## src/rtl/timer_pkg.sv

```systemverilog
// Shared types and parameter bounds for the multi-channel platform timer.
// Channel states, plus the legal ranges for NUM_CH and WIDTH.
package timer_pkg;

  typedef enum logic [1:0] {
    TMR_IDLE     = 2'd0,
    TMR_ONESHOT  = 2'd1,
    TMR_PERIODIC = 2'd2
  } tmr_state_e;

  localparam int MIN_CH    = 1;
  localparam int MAX_CH    = 32;
  localparam int MIN_WIDTH = 2;
  localparam int MAX_WIDTH = 32;

endpackage

```

## src/rtl/timer_channel.sv

```systemverilog
// One down-counting timer channel: IDLE / one-shot / periodic, expiry one N-cycle count after load.
// expired is a registered pulse one cycle after the expiry edge; pending is sticky until irq_clr.
module timer_channel
  import timer_pkg::*;
#(
  parameter int WIDTH = 32
) (
  input  logic             clk,
  input  logic             rst,
  input  logic             i_we,
  input  logic [WIDTH-1:0] i_load,
  input  logic             i_periodic,
  input  logic             i_stop,
  input  logic             i_irq_clr,
  output logic [WIDTH-1:0] o_count,
  output logic             o_expired,
  output logic             o_pending,
  output logic             o_active
);

  localparam logic [WIDTH-1:0] ONE = {{(WIDTH-1){1'b0}}, 1'b1};

  tmr_state_e       r_state, w_state_nxt;
  logic [WIDTH-1:0] r_cnt, w_cnt_nxt;
  logic [WIDTH-1:0] r_rld, w_rld_nxt;
  logic             r_expired, r_pending;
  logic             w_fire;

  // A config write or stop at the same edge pre-empts any expiry that was due.
  always_comb begin
    w_state_nxt = r_state;
    w_cnt_nxt   = r_cnt;
    w_rld_nxt   = r_rld;
    w_fire      = 1'b0;
    if (i_we) begin
      if (i_load != '0) begin
        w_cnt_nxt   = i_load;
        w_rld_nxt   = i_load;
        w_state_nxt = i_periodic ? TMR_PERIODIC : TMR_ONESHOT;
      end else begin
        w_cnt_nxt   = '0;
        w_state_nxt = TMR_IDLE;
      end
    end else if (i_stop) begin
      w_cnt_nxt   = '0;
      w_state_nxt = TMR_IDLE;
    end else if (r_state != TMR_IDLE) begin
      if (r_cnt == ONE) begin
        w_fire = 1'b1;
        if (r_state == TMR_PERIODIC) begin
          w_cnt_nxt = r_rld;
        end else begin
          w_cnt_nxt   = '0;
          w_state_nxt = TMR_IDLE;
        end
      end else if (r_cnt != '0) begin
        w_cnt_nxt = r_cnt - ONE;
      end
    end
  end

  always_ff @(posedge clk or negedge rst) begin
    if (!rst) begin
      r_state   <= TMR_IDLE;
      r_cnt     <= '0;
      r_rld     <= '0;
      r_expired <= 1'b0;
      r_pending <= 1'b0;
    end else begin
      r_state   <= w_state_nxt;
      r_cnt     <= w_cnt_nxt;
      r_rld     <= w_rld_nxt;
      r_expired <= w_fire;
      r_pending <= w_fire | (r_pending & ~i_irq_clr);
    end
  end

  assign o_count   = r_cnt;
  assign o_expired = r_expired;
  assign o_pending = r_pending;
  assign o_active  = (r_state != TMR_IDLE);

endmodule

```

## src/rtl/multi_channel_timer.sv

```systemverilog
// NUM_CH independent timers behind one config port; zero-latency count readback, irq = OR of pending.
// Expiry visible exactly N cycles after the load edge; no flow control, every write takes effect.
module multi_channel_timer
  import timer_pkg::*;
#(
  parameter  int NUM_CH = 4,
  parameter  int WIDTH  = 32,
  localparam int CH_W   = (NUM_CH > 1) ? $clog2(NUM_CH) : 1
) (
  input  logic              clk,
  input  logic              rst,
  input  logic              cfg_we,
  input  logic [CH_W-1:0]   cfg_ch,
  input  logic [WIDTH-1:0]  cfg_load,
  input  logic              cfg_periodic,
  input  logic [NUM_CH-1:0] stop,
  input  logic [NUM_CH-1:0] irq_clr,
  input  logic [CH_W-1:0]   rd_ch,
  output logic [WIDTH-1:0]  rd_count,
  output logic [NUM_CH-1:0] expired,
  output logic [NUM_CH-1:0] pending,
  output logic [NUM_CH-1:0] active,
  output logic              irq
);

  if (NUM_CH < MIN_CH || NUM_CH > MAX_CH || WIDTH < MIN_WIDTH || WIDTH > MAX_WIDTH) begin : g_bad_param
    $error("multi_channel_timer: NUM_CH or WIDTH out of range");
  end

  logic [NUM_CH-1:0] w_we;
  logic [WIDTH-1:0]  w_cnt [NUM_CH];

  for (genvar c = 0; c < NUM_CH; c++) begin : g_ch
    // Indices at or beyond NUM_CH match no channel, so such writes are dropped.
    assign w_we[c] = cfg_we & (cfg_ch == CH_W'(c));

    timer_channel #(.WIDTH(WIDTH)) u_ch (
      .clk        (clk),
      .rst        (rst),
      .i_we       (w_we[c]),
      .i_load     (cfg_load),
      .i_periodic (cfg_periodic),
      .i_stop     (stop[c]),
      .i_irq_clr  (irq_clr[c]),
      .o_count    (w_cnt[c]),
      .o_expired  (expired[c]),
      .o_pending  (pending[c]),
      .o_active   (active[c])
    );
  end

  always_comb begin
    rd_count = '0;
    for (int c = 0; c < NUM_CH; c++) begin
      if (rd_ch == CH_W'(c)) rd_count = w_cnt[c];
    end
  end

  assign irq = |pending;

endmodule

```

## config.mk

```make
export PLATFORM = sky130hd
export DESIGN_NAME = multi_channel_timer
export DESIGN_NICKNAME = d
export VERILOG_FILES = /design/src/rtl/timer_pkg.sv /design/src/rtl/timer_channel.sv /design/src/rtl/multi_channel_timer.sv
export SDC_FILE = /design/constraint.sdc
export NUM_CORES = 1
export LEC_CHECK = 0
export ABC_AREA = 1
export CORE_MARGIN = 2
export CORE_UTILIZATION = 25
export DETAILED_ROUTE_END_ITERATION = 8
export DONT_BUFFER_PORTS = 1
export GPL_ROUTABILITY_DRIVEN = 0
export HOLD_SLACK_MARGIN = 0.05
export PLACE_DENSITY_LB_ADDON = 0.25
export SYNTH_ARGS = -nofsm -noshare
export SYNTH_HDL_FRONTEND = slang
export SYNTH_SLANG_ARGS = --single-unit
```

## constraint.sdc

```tcl
create_clock -name clk -period 2.2 [get_ports clk]
set_input_delay 0.44 -clock clk [delete_from_list [all_inputs] [get_ports clk]]
set_output_delay 0.44 -clock clk [all_outputs]
set_load 0.02 [all_outputs]
```

==> metrics.md <==
| Metric | Value |
|---|---|
| Status | finished, violations left |
| Violated checks | negative hold slack |
| Area growth from synthesis to layout | 26.0% |
| Clock power share | 24.1% |
| Final Power | 24.6 mW |
| Fin util | 32.0% |
| Critical path cell sequence | inv_1 -> buf_6 -> o22ai_4 -> a21oi_1 -> o21ai_1 -> buf_4 |
| Worst R2R Path Depth | 14 |
| WL per Instance | 21.0 µm |
| GRT Total Usage | 23.0% |
| Number of global-route vias before repair | 18500 |
| Internal Pwr Total | 13.5 mW |
| Mapped Cells | 2923 |
| Final Slew Violations | 0 |
| Post-synth top cells | 1417 x nand2_1, 333 x nor2_1, 272 x dfrtp_1 |
| Seq/Total Area, Yosys | 37.4% |
| Drt pass-1 iters | 8 |
| Reg2reg end | g_ch[1].u_ch.o_count[15]$_DFFE_PN0P_ |
| HPWL after DPL | 60.9 mm |
| Residual DRC count | 0 |
| Fin crit period | 2.20 ns |
| Maximum vdd drop | 0.493 mV |
| Width of the die | 274 µm |
| 1st-iter DRT viols | 2111 |
| TritonCTS clock tree | yes |
| # clock sinks | 272 |
| DP Worst Slack | -0.0427 ns |
| Flop pwr share | 27.9% |
| Comb pwr share | 48.0% |
| CTS Hold Buffers Added | 35 |
| Worst Clk Skew | 0.0184 ns |
| Initial antenna violation count | 11 |
| Critical Path RT | 1.76 ns |
| Yosys warns | 0 |
| Pleak | 12.2 nW |
| Vias per inst | 4.80 |
| Worst-Margin Slew | 0.832 ns |
| Sw Pwr | 11.1 mW |
| Setup violations, final | 0 |
| Kind of critical path | reg -> out |
| Clock-pin slew on the worst setup and hold paths | 0.06 ns |
| Syn Area/Cell | 6.23 µm² |
| Hold Crit Class | in -> async |
| Worst EP arrival | 1.76 ns |
| Rows | 98 |
| Ranking of synthesized cells by area | dfrtp_1 37%, nand2_1 29%, nor2_1 6.9% |
| First-pass GRT wire length | 127 mm |
| Clock Latency Late Sink | 0.57 ns |
| Worst hold margin | -0.384 ns |
| Sw Share | 45.0% |
| Synthesized Nets | 2983 |
| Worst r2r src | g_ch[1].u_ch.o_count[1]$_DFFE_PN0P_ |
| Root Driver | clkbuf_16 |
| CTS max path bufs | 3 |
| Synth area leader | dfrtp_1 |
| Via count | 19800 |
| Largest net degree at the start of global routing | 273 |
| Max Clk Rate | 455 MHz |
| Final worst path period share | 99.8% |
| DRT antenna net count | 0 |
| Port Buf Inserts | 0 |
| EDFF count, synth | 0 |
| Worst setup margin | 0.00375 ns |
| CP endpoint kind | output pin |
| Top cell type's share of synthesized area | 37.4% |
| Slew headroom | 44.6% |
| R2R setup slack | 0.14 ns |
| Core footprint | 0.0717 mm² |
| Worst path max stage delay | 0.40 ns |
| CP Launch Type | flip-flop |
| Die height | 274 µm |
| Htree depth | 2 |
| Die Footprint | 0.0750 mm² |
| Share of layout cells above drive strength 1 | 15.0% |
| Max_cap viols | 0 |
| Unrepaired setup endpoints after global routing | yes |
| Final hold viol count | 272 |
| Synth Flop Type | dfrtp_1 |
| Nets | 3202 |
| Synth cell types | 39 |
| Asr flop ratio synth | 100% |
| Crit-path max FO | 2 |
| # IOs | 93 |
| Most common cell in the netlist | nand2_1 |
| Slowest stage cell, crit path | dfrtp_1 |
| Register bit total from synthesis | 272 |
| TritonCTS Buffers | 35 |
| PwrDens | 1070 mW/mm² |
| Effective utilization at floorplan | 25.4% |
| DRT Wirelength | 86.5 mm |
| GRT Residual Overflow | 0 |
| Cell area after synthesis | 0.0182 mm² |
==> worst max-delay path by stage <==
stage               slack [ns]                            startpoint            to  cells after the start
global route             -0.03  g_ch[1].u_ch.o_count[31]$_DFFE_PN0P_  rd_count[31]                      5
CTS                      -0.04  g_ch[1].u_ch.o_count[22]$_DFFE_PN0P_  rd_count[22]                      6
global placement         -0.04                              rd_ch[1]  rd_count[18]                      8
detailed placement       -0.04                              rd_ch[1]  rd_count[17]                      8
floorplan                 0.20                              rd_ch[1]   rd_count[6]                      6
finish                   0.004   g_ch[1].u_ch.o_count[6]$_DFFE_PN0P_   rd_count[6]                      6
==> cell type report <==
| class | instances | area (µm²) |
|---|---|---|
| fill | 8017 | 48800 |
| multi-input combinational | 2301 | 10300 |
| sequential | 272 | 6820 |
| timing repair buffer | 287 | 2520 |
| tap | 950 | 1190 |
| clock buffer | 56 | 1080 |
| inverter | 245 | 946 |
| clock inverter | 5 | 50.0 |
| antenna | 8 | 20.0 |
==> layer usage <==
| metal | track usage (%) | vias to the layer above | wire length (µm) |
|---|---|---|---|
| met2 | 35.1 | 694 | 37400 |
| met5 | 0 | - | 32 |
| met3 | 3.62 | 113 | 6300 |
| met4 | 8.15 | 6 | 3140 |
| met1 | 32.8 | 9445 | 39600 |
| li1 | - | 9530 | - |
==> registers in the layout, summed over array words and instances (netlist names) <==
name / count
g_ch.u_ch.o_count: 128
g_ch.u_ch.o_pending: 4
g_ch.u_ch.o_expired: 4
g_ch.u_ch.r_state: 8
g_ch.u_ch.r_rld: 128
==> power groups by stage <==
stage	logic (mW)	registers, mW	clock network, mW
5_1_grt	13.0	6.98	6.19
2_1_floorplan	6.61	6.81	0
4_1_cts	11.4	6.81	6.04
3_3_place_gp	10.8	6.90	0
3_5_place_dp	10.8	6.90	0
6_report	11.8	6.85	5.92
==> logic make-up after synthesis <==
group	Yosys count	share of synthesized area, %
adders and majority gates	12	0.825
buffers and inverters	350	8.36
DFF	272	37.4
xor gates and xnor gates	46	2.21
AOI/OAI and AO/OA	245	7.19
and+or+nand+nor	1998	44.0
==> timing repair <==
item / 4_1_cts / 5_1_grt
pin swaps: 1 / 3
hold endpoints to repair: 384 / 272
resized for setup: 110 / 66
setup buffers: 17 / 6
endpoints found under the setup margin: 32 / 92
==> through the flow <==
step	setup TNS (ns)	cell area [µm²]	hold WS [ns]	instances
2_1_floorplan	0	18200	0.144	2923
3_3_place_gp	-0.119	20700	0.180	3998
3_5_place_dp	-0.133	20700	0.179	3998
4_1_cts	-0.112	22700	-0.422	4110
5_1_grt	-0.0499	22900	-0.410	4118
6_report	0	22900	-0.384	4124
==> worst max-delay path, delay by kind of cell (launching register included) <==
kind	cells	cell delay, ns
AO/OA/AOI/OAI	3	0.36
buffers and inverters	3	0.42
flip-flops	1	0.40
==> cells in the final DEF (no fill, tap or decap), drive strengths merged, types with 5 or more instances in the layout <==
cell type / n
nand2: 1432
nor2: 359
dfrtp: 272
buf: 252
inv: 238
nand3: 151
o21ai: 131
a21oi: 70
clkbuf: 56
xor2: 42
dlygate4sd3: 35
nand4: 30
o22ai: 27
ha: 12
clkinv: 10
nor3: 9
diode: 8
o21bai: 8
nand3b: 5
and2: 5
No activity file was read; power rests on OpenSTA's default activity.
